`src/rtl/mips_pkg.sv`:
```
// mips_pkg: shared branch opcodes, forwarding select codes, FSM states and operand helpers
package mips_pkg;
  typedef enum logic [2:0] {BR_NONE, BR_BEQ, BR_BNE, BR_BLEZ, BR_BGTZ, BR_BLTZ, BR_BGEZ, BR_J} br_op_e;
  typedef enum logic [1:0] {SRC_RF, SRC_EX, SRC_MEM, SRC_WB} cmpsrc_e;
  typedef enum logic [1:0] {S_RUN, S_HOLD, S_REDIRECT} state_e;
  function automatic logic [31:0] fwd_sel(input logic [1:0] sel, input logic [31:0] rf, ex, mem, wb);
    return sel == SRC_RF ? rf : sel == SRC_EX ? ex : sel == SRC_MEM ? mem : wb;
  endfunction
  function automatic logic load_hit(input logic [1:0] sel, input logic ex_ld, mem_ld);
    return (sel == SRC_EX && ex_ld) || (sel == SRC_MEM && mem_ld);
  endfunction
endpackage

```
`src/rtl/branch_resolve_if.sv`:
```
// branch_resolve_if: ID-stage branch operands, forwarding selects, redirect and counter outputs
interface branch_resolve_if #(parameter int CNT_W = 32);
  logic             id_valid;
  logic [2:0]       br_op;
  logic [31:0]      pc_plus4;
  logic [15:0]      imm;
  logic [25:0]      jidx;
  logic [31:0]      rs_data, rt_data, ex_result, mem_result, wb_data;
  logic [1:0]       cmpsrc1, cmpsrc2;
  logic             ex_memread, mem_memread;
  logic             stall_id, id_kill, redirect_valid, flush_ifid;
  logic [31:0]      redirect_pc;
  logic [CNT_W-1:0] br_cnt, taken_cnt, stall_cnt;
  modport master (
    output id_valid, br_op, pc_plus4, imm, jidx, rs_data, rt_data, ex_result, mem_result, wb_data,
           cmpsrc1, cmpsrc2, ex_memread, mem_memread,
    input  stall_id, id_kill, redirect_valid, flush_ifid, redirect_pc, br_cnt, taken_cnt, stall_cnt
  );
  modport slave (
    input  id_valid, br_op, pc_plus4, imm, jidx, rs_data, rt_data, ex_result, mem_result, wb_data,
           cmpsrc1, cmpsrc2, ex_memread, mem_memread,
    output stall_id, id_kill, redirect_valid, flush_ifid, redirect_pc, br_cnt, taken_cnt, stall_cnt
  );
endinterface

```
`src/rtl/branch_resolve_cond.sv`:
```
// branch_cond: branch/jump condition, operand usage and target computation
module branch_cond
  import mips_pkg::*;
(
  input  logic [2:0]  br_op,
  input  logic [31:0] a,
  input  logic [31:0] b,
  input  logic [31:0] pc_plus4,
  input  logic [15:0] imm,
  input  logic [25:0] jidx,
  output logic        taken,
  output logic        use_a,
  output logic        use_b,
  output logic [31:0] target
);
  logic a_zero;
  assign a_zero = a == '0;
  assign use_b  = br_op == BR_BEQ || br_op == BR_BNE;
  assign use_a  = br_op != BR_NONE && br_op != BR_J;
  assign taken  = br_op == BR_BEQ  ? a == b :
                  br_op == BR_BNE  ? a != b :
                  br_op == BR_BLEZ ? a[31] | a_zero :
                  br_op == BR_BGTZ ? !a[31] & !a_zero :
                  br_op == BR_BLTZ ? a[31] :
                  br_op == BR_BGEZ ? !a[31] :
                  br_op == BR_J;
  assign target = br_op == BR_J ? {pc_plus4[31:28], jidx, 2'b00}
                                : pc_plus4 + {{14{imm[15]}}, imm, 2'b00};
endmodule

```
`src/rtl/branch_resolve.sv`:
```
// branch_resolve: ID-stage branch resolution with load-use stall, registered redirect and perf counters
module branch_resolve
  import mips_pkg::*;
#(
  parameter int CNT_W = 32
) (
  input  logic            clk,
  input  logic            rst_n,
  branch_resolve_if.slave bus
);
  state_e           state_q, state_d;
  logic [31:0]      a, b, target, redirect_pc_q;
  logic [CNT_W-1:0] br_cnt_q, taken_cnt_q, stall_cnt_q;
  logic             taken, use_a, use_b, hz, is_br, resolve, stall;
  assign a = fwd_sel(bus.cmpsrc1, bus.rs_data, bus.ex_result, bus.mem_result, bus.wb_data);
  assign b = fwd_sel(bus.cmpsrc2, bus.rt_data, bus.ex_result, bus.mem_result, bus.wb_data);
  branch_cond u_cond (
    .br_op(bus.br_op), .a(a), .b(b), .pc_plus4(bus.pc_plus4), .imm(bus.imm), .jidx(bus.jidx),
    .taken(taken), .use_a(use_a), .use_b(use_b), .target(target)
  );
  assign hz      = (use_a && load_hit(bus.cmpsrc1, bus.ex_memread, bus.mem_memread)) ||
                   (use_b && load_hit(bus.cmpsrc2, bus.ex_memread, bus.mem_memread));
  assign is_br   = bus.id_valid && bus.br_op != BR_NONE && state_q != S_REDIRECT;
  assign resolve = is_br && !hz;
  // gated by rst_n so the stall drops together with the rest of the outputs during reset
  assign stall   = rst_n && is_br && hz;
  always_comb begin
    state_d = !is_br ? S_RUN : hz ? S_HOLD : taken ? S_REDIRECT : S_RUN;
  end
  always_ff @(posedge clk or negedge rst_n) begin
    if (!rst_n) begin
      state_q       <= S_RUN;
      redirect_pc_q <= '0;
      br_cnt_q      <= '0;
      taken_cnt_q   <= '0;
      stall_cnt_q   <= '0;
    end else begin
      state_q       <= state_d;
      redirect_pc_q <= state_d == S_REDIRECT ? target : redirect_pc_q;
      br_cnt_q      <= br_cnt_q + CNT_W'(resolve);
      taken_cnt_q   <= taken_cnt_q + CNT_W'(resolve && taken);
      stall_cnt_q   <= stall_cnt_q + CNT_W'(stall);
    end
  end
  assign bus.stall_id       = stall;
  assign bus.id_kill        = state_q == S_REDIRECT;
  assign bus.redirect_valid = state_q == S_REDIRECT;
  assign bus.flush_ifid     = state_q == S_REDIRECT;
  assign bus.redirect_pc    = redirect_pc_q;
  assign bus.br_cnt         = br_cnt_q;
  assign bus.taken_cnt      = taken_cnt_q;
  assign bus.stall_cnt      = stall_cnt_q;
endmodule

```
`src/flat_wrapper.sv`:
```
// flat-port wrapper written by rule: the top's interface ports become plain ports
module branch_resolve_flat import mips_pkg::*;
#(
  parameter int CNT_W = 32
)
  (clk, rst_n, bus_id_valid, bus_br_op, bus_pc_plus4, bus_imm, bus_jidx, bus_rs_data, bus_rt_data, bus_ex_result, bus_mem_result, bus_wb_data, bus_cmpsrc1, bus_cmpsrc2, bus_ex_memread, bus_mem_memread, bus_stall_id, bus_id_kill, bus_redirect_valid, bus_flush_ifid, bus_redirect_pc, bus_br_cnt, bus_taken_cnt, bus_stall_cnt);
  branch_resolve_if #(.CNT_W(CNT_W)) bus_i ();
  input  logic clk;
  input  logic rst_n;
  input wire logic [$bits(bus_i.id_valid)-1:0] bus_id_valid;
  input wire logic [$bits(bus_i.br_op)-1:0] bus_br_op;
  input wire logic [$bits(bus_i.pc_plus4)-1:0] bus_pc_plus4;
  input wire logic [$bits(bus_i.imm)-1:0] bus_imm;
  input wire logic [$bits(bus_i.jidx)-1:0] bus_jidx;
  input wire logic [$bits(bus_i.rs_data)-1:0] bus_rs_data;
  input wire logic [$bits(bus_i.rt_data)-1:0] bus_rt_data;
  input wire logic [$bits(bus_i.ex_result)-1:0] bus_ex_result;
  input wire logic [$bits(bus_i.mem_result)-1:0] bus_mem_result;
  input wire logic [$bits(bus_i.wb_data)-1:0] bus_wb_data;
  input wire logic [$bits(bus_i.cmpsrc1)-1:0] bus_cmpsrc1;
  input wire logic [$bits(bus_i.cmpsrc2)-1:0] bus_cmpsrc2;
  input wire logic [$bits(bus_i.ex_memread)-1:0] bus_ex_memread;
  input wire logic [$bits(bus_i.mem_memread)-1:0] bus_mem_memread;
  output wire logic [$bits(bus_i.stall_id)-1:0] bus_stall_id;
  output wire logic [$bits(bus_i.id_kill)-1:0] bus_id_kill;
  output wire logic [$bits(bus_i.redirect_valid)-1:0] bus_redirect_valid;
  output wire logic [$bits(bus_i.flush_ifid)-1:0] bus_flush_ifid;
  output wire logic [$bits(bus_i.redirect_pc)-1:0] bus_redirect_pc;
  output wire logic [$bits(bus_i.br_cnt)-1:0] bus_br_cnt;
  output wire logic [$bits(bus_i.taken_cnt)-1:0] bus_taken_cnt;
  output wire logic [$bits(bus_i.stall_cnt)-1:0] bus_stall_cnt;
  assign bus_i.id_valid = bus_id_valid;
  assign bus_i.br_op = bus_br_op;
  assign bus_i.pc_plus4 = bus_pc_plus4;
  assign bus_i.imm = bus_imm;
  assign bus_i.jidx = bus_jidx;
  assign bus_i.rs_data = bus_rs_data;
  assign bus_i.rt_data = bus_rt_data;
  assign bus_i.ex_result = bus_ex_result;
  assign bus_i.mem_result = bus_mem_result;
  assign bus_i.wb_data = bus_wb_data;
  assign bus_i.cmpsrc1 = bus_cmpsrc1;
  assign bus_i.cmpsrc2 = bus_cmpsrc2;
  assign bus_i.ex_memread = bus_ex_memread;
  assign bus_i.mem_memread = bus_mem_memread;
  assign bus_stall_id = bus_i.stall_id;
  assign bus_id_kill = bus_i.id_kill;
  assign bus_redirect_valid = bus_i.redirect_valid;
  assign bus_flush_ifid = bus_i.flush_ifid;
  assign bus_redirect_pc = bus_i.redirect_pc;
  assign bus_br_cnt = bus_i.br_cnt;
  assign bus_taken_cnt = bus_i.taken_cnt;
  assign bus_stall_cnt = bus_i.stall_cnt;
  branch_resolve #(.CNT_W(CNT_W)) u_core (.clk(clk), .rst_n(rst_n), .bus(bus_i));
endmodule
```
`config.mk`:
```
export PLATFORM = sky130hd
export DESIGN_NAME = branch_resolve_flat
export DESIGN_NICKNAME = d
export VERILOG_FILES = /design/src/rtl/mips_pkg.sv /design/src/rtl/branch_resolve_if.sv /design/src/rtl/branch_resolve_cond.sv /design/src/rtl/branch_resolve.sv /design/src/flat_wrapper.sv
export SDC_FILE = /design/constraint.sdc
export NUM_CORES = 1
export LEC_CHECK = 0
export BUFFER_PORTS_ARGS = -buffer_cell sky130_fd_sc_hd__clkbuf_2
export CORE_AREA = 2 2 203 205
export DETAILED_ROUTE_END_ITERATION = 10
export DIE_AREA = 0 0 205 207
export PLACE_DENSITY = 0.54
export SYNTH_ARGS = -nofsm -noshare
export SYNTH_HDL_FRONTEND = slang
export SYNTH_SLANG_ARGS = --single-unit
```
`constraint.sdc`:
```
create_clock -name clk -period 2.8 [get_ports clk]
set_input_delay 0 -clock clk [delete_from_list [all_inputs] [get_ports clk]]
set_output_delay 0 -clock clk [all_outputs]
set_load 0.05 [all_outputs]
```
==> results summary <==
The last element of the critical path is u_core.bus.stall_cnt[28]. The internal power is 0.00444 W. After floorplanning, the core was sized to cover 40400 um2. For this run, the total global-route usage over all layers was measured as 0.155. The flip-flop cell with the highest count after synthesis is dfrtp_1. Compared with the post-synthesis result, the final layout area differs by 49.0%. The endpoint identified for the worst register-to-register timing path is u_core.bus.stall_cnt[28].

The met2 layer wire length in the routed design came out at 16.2 mm. In the finished design, the share of the clock period the worst path needs comes to 0.959. The final estimated routing congestion in global placement is 0.931. The number of clock buffers added by TritonCTS is 17. The total via count in the routed design is 8855. The total of warnings raised by yosys came out at 0. Measured along the x axis, the die boundary spans 205 um. The post-layout minimum cycle time is 2690 ps.

The worst setup slack after placement came out at -652 ps. Counting the fill cells in the layout gives 4221. The fmax came out at 372 MHz. The cell count of the worst reg-to-reg path came out at 13.

The worst vdd rail ir drop is 0.000277 V. The run finished with clean final reports. The power density over the cells came out at 551 nW/um2. CTS placed an instance of clkbuf_16 at the clock tree root. The effective utilization at floorplan came out at 0.226.

The capturing element type of the critical path is a register. The routed wire length on met3 came out at 1.64 mm. The number of DRC markers after the initial detailed-route iteration is 472.

The switching share of power is 0.408. The via count of the first global-routing pass is 9000. For this design the total switching power over the nets is 0.00305 W. The max capacitance violation total came out at 0.

The area of the die came out at 42400 um2. The fraction of the yosys area taken by sequential cells is 0.356. The leakage power total is 6.52 nW. Headroom to the max-slew limit came out at 0.511. After detailed routing, the total wire length is 33.2 mm. The clock arrives with 13.5 ps of skew. The critical path starts at u_core.state_q[1]. The final cell area excluding filler cells is 13600 um2.

The share of total power in sequential cells is 0.317. Synthesis produced 870 cells. The placed instances occupy a cell area of 12300 um2. For this run, the post-layout net count is 1643. The total routed wire length on the met1 layer came out at 14.6 mm. The count of H-tree levels built during CTS came out at 4. The maximum number of pins on one net before global-route repair is 58. The placement row count is 74.

The count of cell types in the netlist came out at 57. The share of synthesized area in the top cell type comes to 0.356. Of the total power, the clock network draws 0.294. The clock net in this run drives a total of 130 sinks. The final antenna diode count came out at 0.

The first-pass iteration count of the detailed router is 5. After clock tree synthesis, the clock-pin slew on the worst setup and hold paths is 70 ps. The worst-skew pair later-pin latency came out at 440 ps.

By area the synthesized netlist is led by dfrtp_1, mux4_2, xnor2_1. After detailed routing, the average wire length per cell comes to 17.4 um. The number of max-slew violations in the final report came out at 0.

The floorplan die height came out at 207 um. The deepest clock path buffer count came out at 2. The count of antenna-violating nets left after detailed routing is 0. By startpoint and endpoint, the worst setup path is classified as register to register.

The data arrival time of the critical path came out at 3010 ps. The DRC violation count after routing came out at 0. The maximum fanout count along the critical path is 4.

The average cell area after synthesis is 10.5 um2. The worst setup path is launched from a register. The post-DP HPWL is 26.8 mm.

The count of final hold-check violations came out at 0. The number of enable-type register cells in the synthesized netlist came out at 0. The initial antenna violation count came out at 2. The area of the mapped netlist came out at 9130 um2. Data on the critical path is required at its endpoint by 3120 ps. The min-delay analysis places its worst path in the category input pin to register. The final worst slack is 114 ps. In the final layout, the share of cells above drive strength 1 is 0.457. In the synthesized netlist, the cells that appear most often are dfrtp_1, nand2_1, xnor2_1, mux4_2, xor2_1. The first-pass GRT wire length is 51.1 mm. The cell with the most instances after synthesis is dfrtp_1. The number of buffers inserted by port buffering came out at 377.

TritonCTS built the clock tree. The start of the worst register-to-register path is u_core.state_q[1]. The cell accounting for the most synthesized area is dfrtp_1.

The post-synthesis sequential element count is 130. The share of power burned in combinational logic is 0.389. The top-level I/O count came out at 378. The total congestion overflow after global routing is 0. The transition time of the tightest slew-check pin came out at 733 ps. Once layout is complete, the utilization of the core stands at 0.337.

Setup repair after global routing could not meet its margin everywhere. The number of setup violations in the final report came out at 0. Signal routing reaches up to met5. The setup slack of the worst register-to-register path is 110 ps. The share of flip-flops with an asynchronous set or reset is 1.00.

The ratio of routed vias to standard cells came out at 4.65. When the netlist entered floorplanning its net count stood at 1153.
==> cell type report <==
type                       count  area (um2)  area share
inverter                      17        66.3     0.00488
timing repair buffer         509        3140       0.231
multi-input combinational    685        5900       0.434
clock buffer                  21         470      0.0346
clock inverter                11         103     0.00754
tap                          532         666      0.0489
sequential                   130        3250       0.239
==> worst max-delay path, stage by stage, from the launching register on <==
cell and delay [ps]:
dfrtp_1 380, nor2b_4 130, or3b_4 390, buf_6 130
nor4_4 240, and2_4 210, ha_4 170, ha_4 150
nand3_4 70, nor2_4 100, and3_4 180, nor2b_4 170
nand2_1 100, xnor2_1 130
==> kinds of logic after synthesis <==
| family | after synthesis | synth area share |
|---|---|---|
| AOI/OAI and AO/OA | 138 | 0.0940 |
| adders and majority gates | 37 | 0.0515 |
| and+or+nand+nor | 291 | 0.159 |
| buffers and inverters | 56 | 0.0314 |
| DFF | 130 | 0.356 |
| xor gates and xnor gates | 141 | 0.135 |
| muxes | 77 | 0.173 |
==> through the flow <==
step	setup TNS, ps	hold WS (ps)	total power [W]	std cells
finish	0	20.0	0.00749	1905
global route	-192	36.8	0.00788	1905
CTS	0	0.398	0.00755	1892
detailed placement	-26350	-85.7	0.00524	1827
global placement	-27020	-88.7	0.00521	1827
floorplan	-1070	-296	0.00426	870
==> state kept, by name (all words and copies together), names as in the netlist <==
register                cells
u_core.bus.stall_cnt       32
u_core.bus.br_cnt          32
u_core.bus.taken_cnt       32
u_core.state_q              2
u_core.bus.redirect_pc     32
==> per-layer routing <==
metal / up-vias / global-route usage
met4: 4 / 0.0504
met1: 4349 / 0.204
met5: - / 0
li1: 4190 / -
met3: 43 / 0.0301
met2: 269 / 0.256
==> cells in the final DEF, fill, tap and decap left out, drive strengths merged, types with 40 or more instances in the layout <==
cell type and count:
buf 99, mux4 64, clkbuf 398, nand3 40, xnor2 79, xor2 62, a21oi 42, o21ai 40
nand2 83, nor2 51, dfrtp 130
==> how the worst min path moves through the flow <==
| stage | startpoint | to | slack, ps | depth (start not counted) |
|---|---|---|---|---|
| 6_report | bus_jidx[20] | u_core.bus.redirect_pc[22] | 20 | 4 |
| 3_5_place_dp | rst_n | u_core.bus.br_cnt[31] | -90 | 1 |
| 2_1_floorplan | rst_n | u_core.bus.br_cnt[0] | -300 | 0 |
| 3_3_place_gp | rst_n | u_core.bus.br_cnt[31] | -90 | 1 |
| 5_1_grt | bus_jidx[20] | u_core.bus.redirect_pc[22] | 40 | 4 |
| 4_1_cts | bus_jidx[20] | u_core.bus.redirect_pc[22] | 0.4 | 4 |
==> repair_timing <==
item,in CTS,in global routing
setup buffers,0,10
pin swaps,2,19
cloned,0,3
gates resized for setup,16,40
setup endpoints to repair,34,61
endpoints found under the hold margin,58,0
hold buffers,33,0
==> power by group through the flow <==
stage / clock network, W / registers (W) / logic (W)
after global routing: 0.00236 / 0.00241 / 0.00311
after detailed placement: 0 / 0.00240 / 0.00284
after floorplan: 0 / 0.00331 / 0.000946
final: 0.00220 / 0.00238 / 0.00291
after global placement: 0 / 0.00239 / 0.00282
after CTS: 0.00229 / 0.00237 / 0.00290
Power figures use the tool's default switching activity.
